--- src/rtl/game_pkg.sv ---
// Shared types and defaults for the bomb-dismantlement round controller.
package game_pkg;

  localparam int unsigned SEED_W_DEF        = 5;
  localparam int unsigned RESULT_CYCLES_DEF = 250_000_000;
  localparam int unsigned SCORE_W           = 8;

  typedef enum logic [2:0] {
    S_OFF   = 3'd0,
    S_IDLE  = 3'd1,
    S_SHOW  = 3'd2,
    S_ARMED = 3'd3,
    S_WIN   = 3'd4,
    S_LOSE  = 3'd5
  } state_e;

  typedef struct packed {
    logic sub_rst;
    logic showing;
    logic start;
    logic start_input;
    logic bomb_switch;
    logic win;
    logic lose;
  } enables_t;

  // Moore decode of datapath enables for a given round state.
  function automatic enables_t decode_enables(state_e s);
    enables_t e;
    e = '0;
    case (s)
      S_IDLE:  begin e.sub_rst = 1'b1; e.bomb_switch = 1'b1; end
      S_SHOW:  begin e.showing = 1'b1; e.bomb_switch = 1'b1; end
      S_ARMED: begin e.start = 1'b1; e.start_input = 1'b1; e.bomb_switch = 1'b1; end
      S_WIN:   e.win = 1'b1;
      S_LOSE:  e.lose = 1'b1;
      default: e.sub_rst = 1'b1;
    endcase
    return e;
  endfunction

endpackage

--- src/rtl/game_sequencer_if.sv ---
// Control bundle between the round sequencer and the game datapath blocks.
// SCORE_EN adds the 8-bit win score output.
interface game_sequencer_if
  import game_pkg::*;
#(
  parameter int unsigned SEED_W = SEED_W_DEF
) ();

  logic              SW7;
  logic              BTN1;
  logic              end_of_show;
  logic              success;
  logic              fail;
  logic              repeat_req;
  logic              sub_rst;
  logic [SEED_W-1:0] random;
  logic              showing;
  logic              start;
  logic              start_input;
  logic              bomb_switch;
  logic              win;
  logic              lose;
`ifdef SCORE_EN
  logic [SCORE_W-1:0] score;
`endif

  modport master (
    input  SW7, BTN1, end_of_show, success, fail, repeat_req,
`ifdef SCORE_EN
    output score,
`endif
    output sub_rst, random, showing, start, start_input, bomb_switch, win, lose
  );

  modport slave (
`ifdef SCORE_EN
    input  score,
`endif
    input  sub_rst, random, showing, start, start_input, bomb_switch, win, lose,
    output SW7, BTN1, end_of_show, success, fail, repeat_req
  );

endinterface

--- src/rtl/game_sequencer_btn_edge.sv ---
// Registered rising-edge detector; the pulse appears one cycle after the edge is sampled.
module btn_edge (
  input  logic clk,
  input  logic rst_p,
  input  logic btn_i,
  output logic rise_o
);

  logic prev_q;
  logic rise_q;

  always_ff @(posedge clk) begin
    if (rst_p) begin
      prev_q <= 1'b0;
      rise_q <= 1'b0;
    end else begin
      prev_q <= btn_i;
      rise_q <= btn_i & ~prev_q;
    end
  end

  assign rise_o = rise_q;

endmodule

--- src/rtl/game_sequencer.sv ---
// Round controller: sequences show/armed/result phases and captures the round seed.
// Optional SCORE_EN adds a saturating win counter on the score output.
module game_sequencer
  import game_pkg::*;
#(
  parameter int unsigned RESULT_CYCLES = RESULT_CYCLES_DEF,
  parameter int unsigned SEED_W        = SEED_W_DEF
) (
  input logic              clk,
  input logic              rst_p,
  game_sequencer_if.master bus
);

  localparam int unsigned TMR_W = (RESULT_CYCLES > 1) ? $clog2(RESULT_CYCLES) : 1;

  state_e            state_q;
  enables_t          en_q;
  logic [SEED_W-1:0] seed_q;
  logic [SEED_W-1:0] random_q;
  logic [TMR_W-1:0]  timer_q;
  logic              btn_rise;
  logic              timer_done;

  btn_edge u_btn_edge (
    .clk   (clk),
    .rst_p (rst_p),
    .btn_i (bus.BTN1),
    .rise_o(btn_rise)
  );

  assign timer_done = (timer_q == TMR_W'(RESULT_CYCLES - 1));

  // Enables are decoded from the settled state, so they trail a transition by one cycle.
  always_ff @(posedge clk) begin
    if (rst_p) begin
      state_q  <= S_OFF;
      en_q     <= decode_enables(S_OFF);
      seed_q   <= '0;
      random_q <= '0;
      timer_q  <= '0;
    end else begin
      seed_q  <= seed_q + SEED_W'(1);
      en_q    <= decode_enables(state_q);
      timer_q <= '0;
      if (!bus.SW7) begin
        state_q <= S_OFF;
      end else begin
        case (state_q)
          S_OFF:  state_q <= S_IDLE;
          S_IDLE: begin
            if (btn_rise) begin
              state_q  <= S_SHOW;
              random_q <= seed_q;
            end
          end
          S_SHOW: begin
            if (bus.end_of_show) state_q <= S_ARMED;
          end
          S_ARMED: begin
            if (bus.success)   state_q <= S_WIN;
            else if (bus.fail) state_q <= S_LOSE;
          end
          S_WIN, S_LOSE: begin
            if (timer_done || bus.repeat_req || btn_rise) state_q <= S_IDLE;
            else                                          timer_q <= timer_q + TMR_W'(1);
          end
          default: state_q <= S_OFF;
        endcase
      end
    end
  end

  assign bus.sub_rst     = en_q.sub_rst;
  assign bus.showing     = en_q.showing;
  assign bus.start       = en_q.start;
  assign bus.start_input = en_q.start_input;
  assign bus.bomb_switch = en_q.bomb_switch;
  assign bus.win         = en_q.win;
  assign bus.lose        = en_q.lose;
  assign bus.random      = random_q;

`ifdef SCORE_EN
  logic [SCORE_W-1:0] score_q;

  // Counts ARMED->WIN transitions; powering off starts a fresh session.
  always_ff @(posedge clk) begin
    if (rst_p || !bus.SW7) begin
      score_q <= '0;
    end else if (state_q == S_ARMED && bus.success && score_q != '1) begin
      score_q <= score_q + SCORE_W'(1);
    end
  end

  assign bus.score = score_q;
`endif

endmodule
--- src/flat_wrapper.sv ---
// flat-port wrapper written by rule: the top's interface ports become plain ports
module game_sequencer_flat import game_pkg::*;
#(
  parameter int unsigned RESULT_CYCLES = RESULT_CYCLES_DEF,
  parameter int unsigned SEED_W        = SEED_W_DEF
)
  (clk, rst_p, bus_SW7, bus_BTN1, bus_end_of_show, bus_success, bus_fail, bus_repeat_req, bus_sub_rst, bus_random, bus_showing, bus_start, bus_start_input, bus_bomb_switch, bus_win, bus_lose);
  game_sequencer_if #(.SEED_W(SEED_W)) bus_i ();
  input logic clk;
  input logic rst_p;
  input wire logic [$bits(bus_i.SW7)-1:0] bus_SW7;
  input wire logic [$bits(bus_i.BTN1)-1:0] bus_BTN1;
  input wire logic [$bits(bus_i.end_of_show)-1:0] bus_end_of_show;
  input wire logic [$bits(bus_i.success)-1:0] bus_success;
  input wire logic [$bits(bus_i.fail)-1:0] bus_fail;
  input wire logic [$bits(bus_i.repeat_req)-1:0] bus_repeat_req;
  output wire logic [$bits(bus_i.sub_rst)-1:0] bus_sub_rst;
  output wire logic [$bits(bus_i.random)-1:0] bus_random;
  output wire logic [$bits(bus_i.showing)-1:0] bus_showing;
  output wire logic [$bits(bus_i.start)-1:0] bus_start;
  output wire logic [$bits(bus_i.start_input)-1:0] bus_start_input;
  output wire logic [$bits(bus_i.bomb_switch)-1:0] bus_bomb_switch;
  output wire logic [$bits(bus_i.win)-1:0] bus_win;
  output wire logic [$bits(bus_i.lose)-1:0] bus_lose;
  assign bus_i.SW7 = bus_SW7;
  assign bus_i.BTN1 = bus_BTN1;
  assign bus_i.end_of_show = bus_end_of_show;
  assign bus_i.success = bus_success;
  assign bus_i.fail = bus_fail;
  assign bus_i.repeat_req = bus_repeat_req;
  assign bus_sub_rst = bus_i.sub_rst;
  assign bus_random = bus_i.random;
  assign bus_showing = bus_i.showing;
  assign bus_start = bus_i.start;
  assign bus_start_input = bus_i.start_input;
  assign bus_bomb_switch = bus_i.bomb_switch;
  assign bus_win = bus_i.win;
  assign bus_lose = bus_i.lose;
  game_sequencer #(.RESULT_CYCLES(RESULT_CYCLES), .SEED_W(SEED_W)) u_core (.clk(clk), .rst_p(rst_p), .bus(bus_i));
endmodule
--- config.mk ---
export PLATFORM = sky130hd
export DESIGN_NAME = game_sequencer_flat
export DESIGN_NICKNAME = d
export VERILOG_FILES = /design/src/rtl/game_pkg.sv /design/src/rtl/game_sequencer_if.sv /design/src/rtl/game_sequencer_btn_edge.sv /design/src/rtl/game_sequencer.sv /design/src/flat_wrapper.sv
export SDC_FILE = /design/constraint.sdc
export NUM_CORES = 1
export LEC_CHECK = 0
export BUFFER_PORTS_ARGS = -buffer_cell sky130_fd_sc_hd__buf_2
export CAP_MARGIN = 0
export CELL_PAD_IN_SITES_DETAIL_PLACEMENT = 0
export CELL_PAD_IN_SITES_GLOBAL_PLACEMENT = 1
export CORE_ASPECT_RATIO = 1.1
export CORE_UTILIZATION = 45
export DETAILED_ROUTE_END_ITERATION = 16
export PLACE_DENSITY_LB_ADDON = 0.2
export SLEW_MARGIN = 0
export SYNTH_ARGS = -nofsm -noshare
export SYNTH_HDL_FRONTEND = slang
export SYNTH_HIERARCHICAL = 1
export SYNTH_SLANG_ARGS = --single-unit
--- constraint.sdc ---
create_clock -name clk -period 2.52 [get_ports clk]
set_clock_uncertainty 0.15 [all_clocks]
set_input_delay 0.252 -clock clk [delete_from_list [all_inputs] [get_ports clk]]
set_output_delay 0.252 -clock clk [all_outputs]
set_load 0.02 [all_outputs]
==> flow_summary_export.csv <==
group,metric,value,unit
global_routing,track_usage,0.186,
pwr,p_switching,0.000314,W
sta,min_period,2.14,ns
cts,cts_tree,"yes",
routing,vias,1959,
setup_path,cp.arrival,2.20,ns
floorplanning,core,5070,um2
setup_path,crit_fanout,13,
finish,layout_commonest_cell,"dfxtp_1",
cts,cts_buffer_depth,2,
routing,drt-initial-drc-count,63,
synthesis,postSynthCellCount,262,
cts,cts.clk_slew.worst_paths,0.10,ns
worst_hold_path,hold_start,"rst_p",
setup_path,critPathMaxStageDelay,0.50,ns
placement,hpwl,3270,um
finish,layout-drive-gt1-share,0.142,
setup_path,rr_worst_depth,6,
routing,routed_via_density,5.90,
sta,setup-tns-final,0,ns
global_routing,grt_max_degree,29,
setup_path,cp-start-kind,"register",
routing,drtPass1Iterations,4,
finish,fin_nets,286,
pwr,pwr-share-seq,0.600,
global_routing,grt_pass1_wl,8290,um
cts,cts_resized,0,
worst_hold_path,hold_class,"in2reg",
sta,fmax,468,MHz
cts,worstSkewPairLatency,0.31,ns
setup_path,r2r_slack,0.38,ns
cts,cts_max_level,2,
pwr,p_leak,0.820,nW
cts,clockRootBuffer,"clkbuf_8",
synthesis,synth_seq_area_share,0.409,
floorplanning,ios,20,
pwr,intPower,0.00100,W
setup_path,path_class,"reg2reg",
sta,setup_violations,0,
synthesis,synth_cell_types,44,
finish,antenna_cells,0,
sta,fin_hold_ws,0.154,ns
routing,ant_nets,0,
synthesis,syn_area,2400,um2
worst_hold_path,min_to,"u_core/seed_q[0]",
routing,routedWlPerCell,14.7,um
sta,max_slew_margin,0.606,
cts,cts_sinks,49,
sta,period_share,0.848,
global_routing,overflow,0,
sta,tightest_slew,0.586,ns
setup_path,cp_slowest_cell,"or4_1",
cts,cts_buffers,5,
pwr,swShare,0.238,
pwr,power.density,507,nW/um2
global_routing,first_global_vias,1776,
sta,final_max_slew_viol_count,0,
setup_path,crit_buf_inv,1,
pwr,combPwrFrac,0.029,
setup_path,required,2.59,ns
setup_path,crit_chain,"ha_1 -> and2_1 -> nand4_1 -> buf_4 -> or4_1 -> a211oi_1",
cts,post_cts_buffers,0,
sta,hold_viol_final,0,
setup_path,reg2reg_from,"u_core/timer_q[0]",
placement,numPlacedInstances,323,
floorplanning,die-area,5620,um2
pwr,power_frac_clock,0.371,
pwr,irDropWorstVdd,0.277,mV
synthesis,synth_seq_cells,49,
job,cap_violations,0,
outcome,status,"completed",
placement,dp_slack,0.383,ns
sta,rsz0062_at_grt,"no",
finish,final_cell_mix,"49 x dfxtp_1, 19 x buf_2, 16 x nor3_1, 13 x nor2_1, 13 x nand4_1",
sta,setup_slack,0.383,ns
synthesis,yosysWarnings,6,
floorplanning,die_y,78.6,um
global_routing,antenna_found_initial,0,
worst_hold_path,hold_depth,2,
floorplanning,num_rows,27,
routing,drt_wl_total,4860,um
synthesis,synth_nets,275,
synthesis,syn_area_per_cell,9.15,um2
routing,drc,0,
floorplanning,initial_utilization,0.473,
finish,stdcell_count,332,
finish,syn2layout_area_growth,8.25,%
placement,port-buffer-count,19,
setup_path,critical_path.top_delay_family,"simple AND/OR/NAND/NOR gates",
setup_path,endpoint_kind,"register",
floorplanning,die_w,71.6,um
placement,gp_congestion,0.747,
setup_path,regToRegEndpoint,"u_core/timer_q[24]",
[logic make-up after synthesis]
logic type                 synth area share
AOI/OAI and AO/OA                     0.118
muxes                                0.0251
buffers and inverters                0.0532
and+or+nand+nor                       0.313
xor gates and xnor gates             0.0548
DFF                                   0.409
adders and majority gates            0.0261
[synth_stat cells (all sizes together)]
master / count / area, um2
nor3: 16 / 80.1
nor4b: 5 / 43.8
nand2: 12 / 47.6
or3: 6 / 37.5
or2: 2 / 12.5
nand4b: 1 / 8.76
and4: 7 / 62.6
mux2i: 6 / 60.1
nand3b: 1 / 7.51
or4: 10 / 75.1
nor2b: 6 / 37.5
a211oi: 15 / 128
nand2b: 2 / 12.5
o31a: 1 / 8.76
nand4: 14 / 93.8
xnor2: 7 / 61.3
clkbuf: 8 / 30.0
nor4: 5 / 31.3
ha: 5 / 62.6
nand3: 11 / 55.1
a2111o: 1 / 11.3
and2: 3 / 18.8
o21ai: 6 / 30.0
dfxtp: 49 / 981
and3: 3 / 18.8
o221ai: 1 / 8.76
a2111oi: 1 / 8.76
and3b: 1 / 8.76
o31ai: 10 / 75.1
xor2: 8 / 70.1
nor3b: 6 / 50.1
inv: 6 / 22.5
buf: 12 / 75.1
a221oi: 1 / 8.76
nor2: 13 / 48.8
a21oi: 1 / 5.00
[layer usage]
metal / track usage / up-vias / share of wire / wire, um
li1: - / 1003 / - / -
met4: 0.0725 / 0 / 0.010 / 51
met5: 0 / - / 0 / 0
met1: 0.229 / 918 / 0.47 / 2300
met2: 0.313 / 34 / 0.48 / 2350
met3: 0.0449 / 4 / 0.033 / 159
[flip-flops by register name, indices dropped and copies added, names as in the netlist]
signal / count
u_core/bus.bomb_switch: 1
u_core/bus.lose: 1
u_core/bus.random: 5
u_core/bus.showing: 1
u_core/bus.start: 1
u_core/bus.sub_rst: 1
u_core/bus.win: 1
u_core/seed_q: 5
u_core/state_q: 3
u_core/timer_q: 28
u_core/u_btn_edge/prev_q: 1
u_core/u_btn_edge/rise_o: 1
[cell type report]
type,instances,area (um2)
Clock buffer,5,68.8
Tap cell,58,72.6
Sequential cell,49,981
Inverter,6,22.5
Fill cell,494,2470
Timing Repair Buffer,24,135
Clock inverter,3,26.3
Multi-Input combinational cell,187,1290
[worst max path at each step]
| stage | start | endpoint | slack [ns] | depth (start not counted) |
|---|---|---|---|---|
| floorplan | u_core/state_q[1] | u_core/timer_q[2] | 0.54 | 7 |
| CTS | u_core/timer_q[0] | u_core/timer_q[24] | 0.36 | 6 |
| global route | u_core/timer_q[0] | u_core/timer_q[24] | 0.23 | 6 |
| global placement | u_core/timer_q[0] | u_core/timer_q[22] | 0.41 | 6 |
| detailed placement | u_core/timer_q[0] | u_core/timer_q[24] | 0.38 | 6 |
| finish | u_core/timer_q[0] | u_core/timer_q[24] | 0.38 | 6 |
[power groups by stage]
stage | Combinational [W] | Clock, W | Sequential [W]
finish | 0.0000377 | 0.000488 | 0.000790
global route | 0.0000414 | 0.000544 | 0.000791
CTS | 0.0000372 | 0.000515 | 0.000790
detailed placement | 0.0000365 | 0 | 0.000808
global placement | 0.0000367 | 0 | 0.000808
floorplan | 0.0000263 | 0 | 0.000805
[stage by stage]
step / utilization / total power [W] / instance area [um2]
2_1_floorplan: - / 0.000832 / 2400
3_3_place_gp: 0.491 / 0.000844 / 2490
3_5_place_dp: 0.491 / 0.000844 / 2490
4_1_cts: 0.510 / 0.00134 / 2580
5_1_grt: 0.512 / 0.00138 / 2590
6_report: 0.512 / 0.00132 / 2590
[repair_timing]
action	in CTS	in global routing
endpoints found under the setup margin	0	0
hold buffers	0	1
endpoints found under the hold margin	0	1
(Power assumes the default switching activity.)
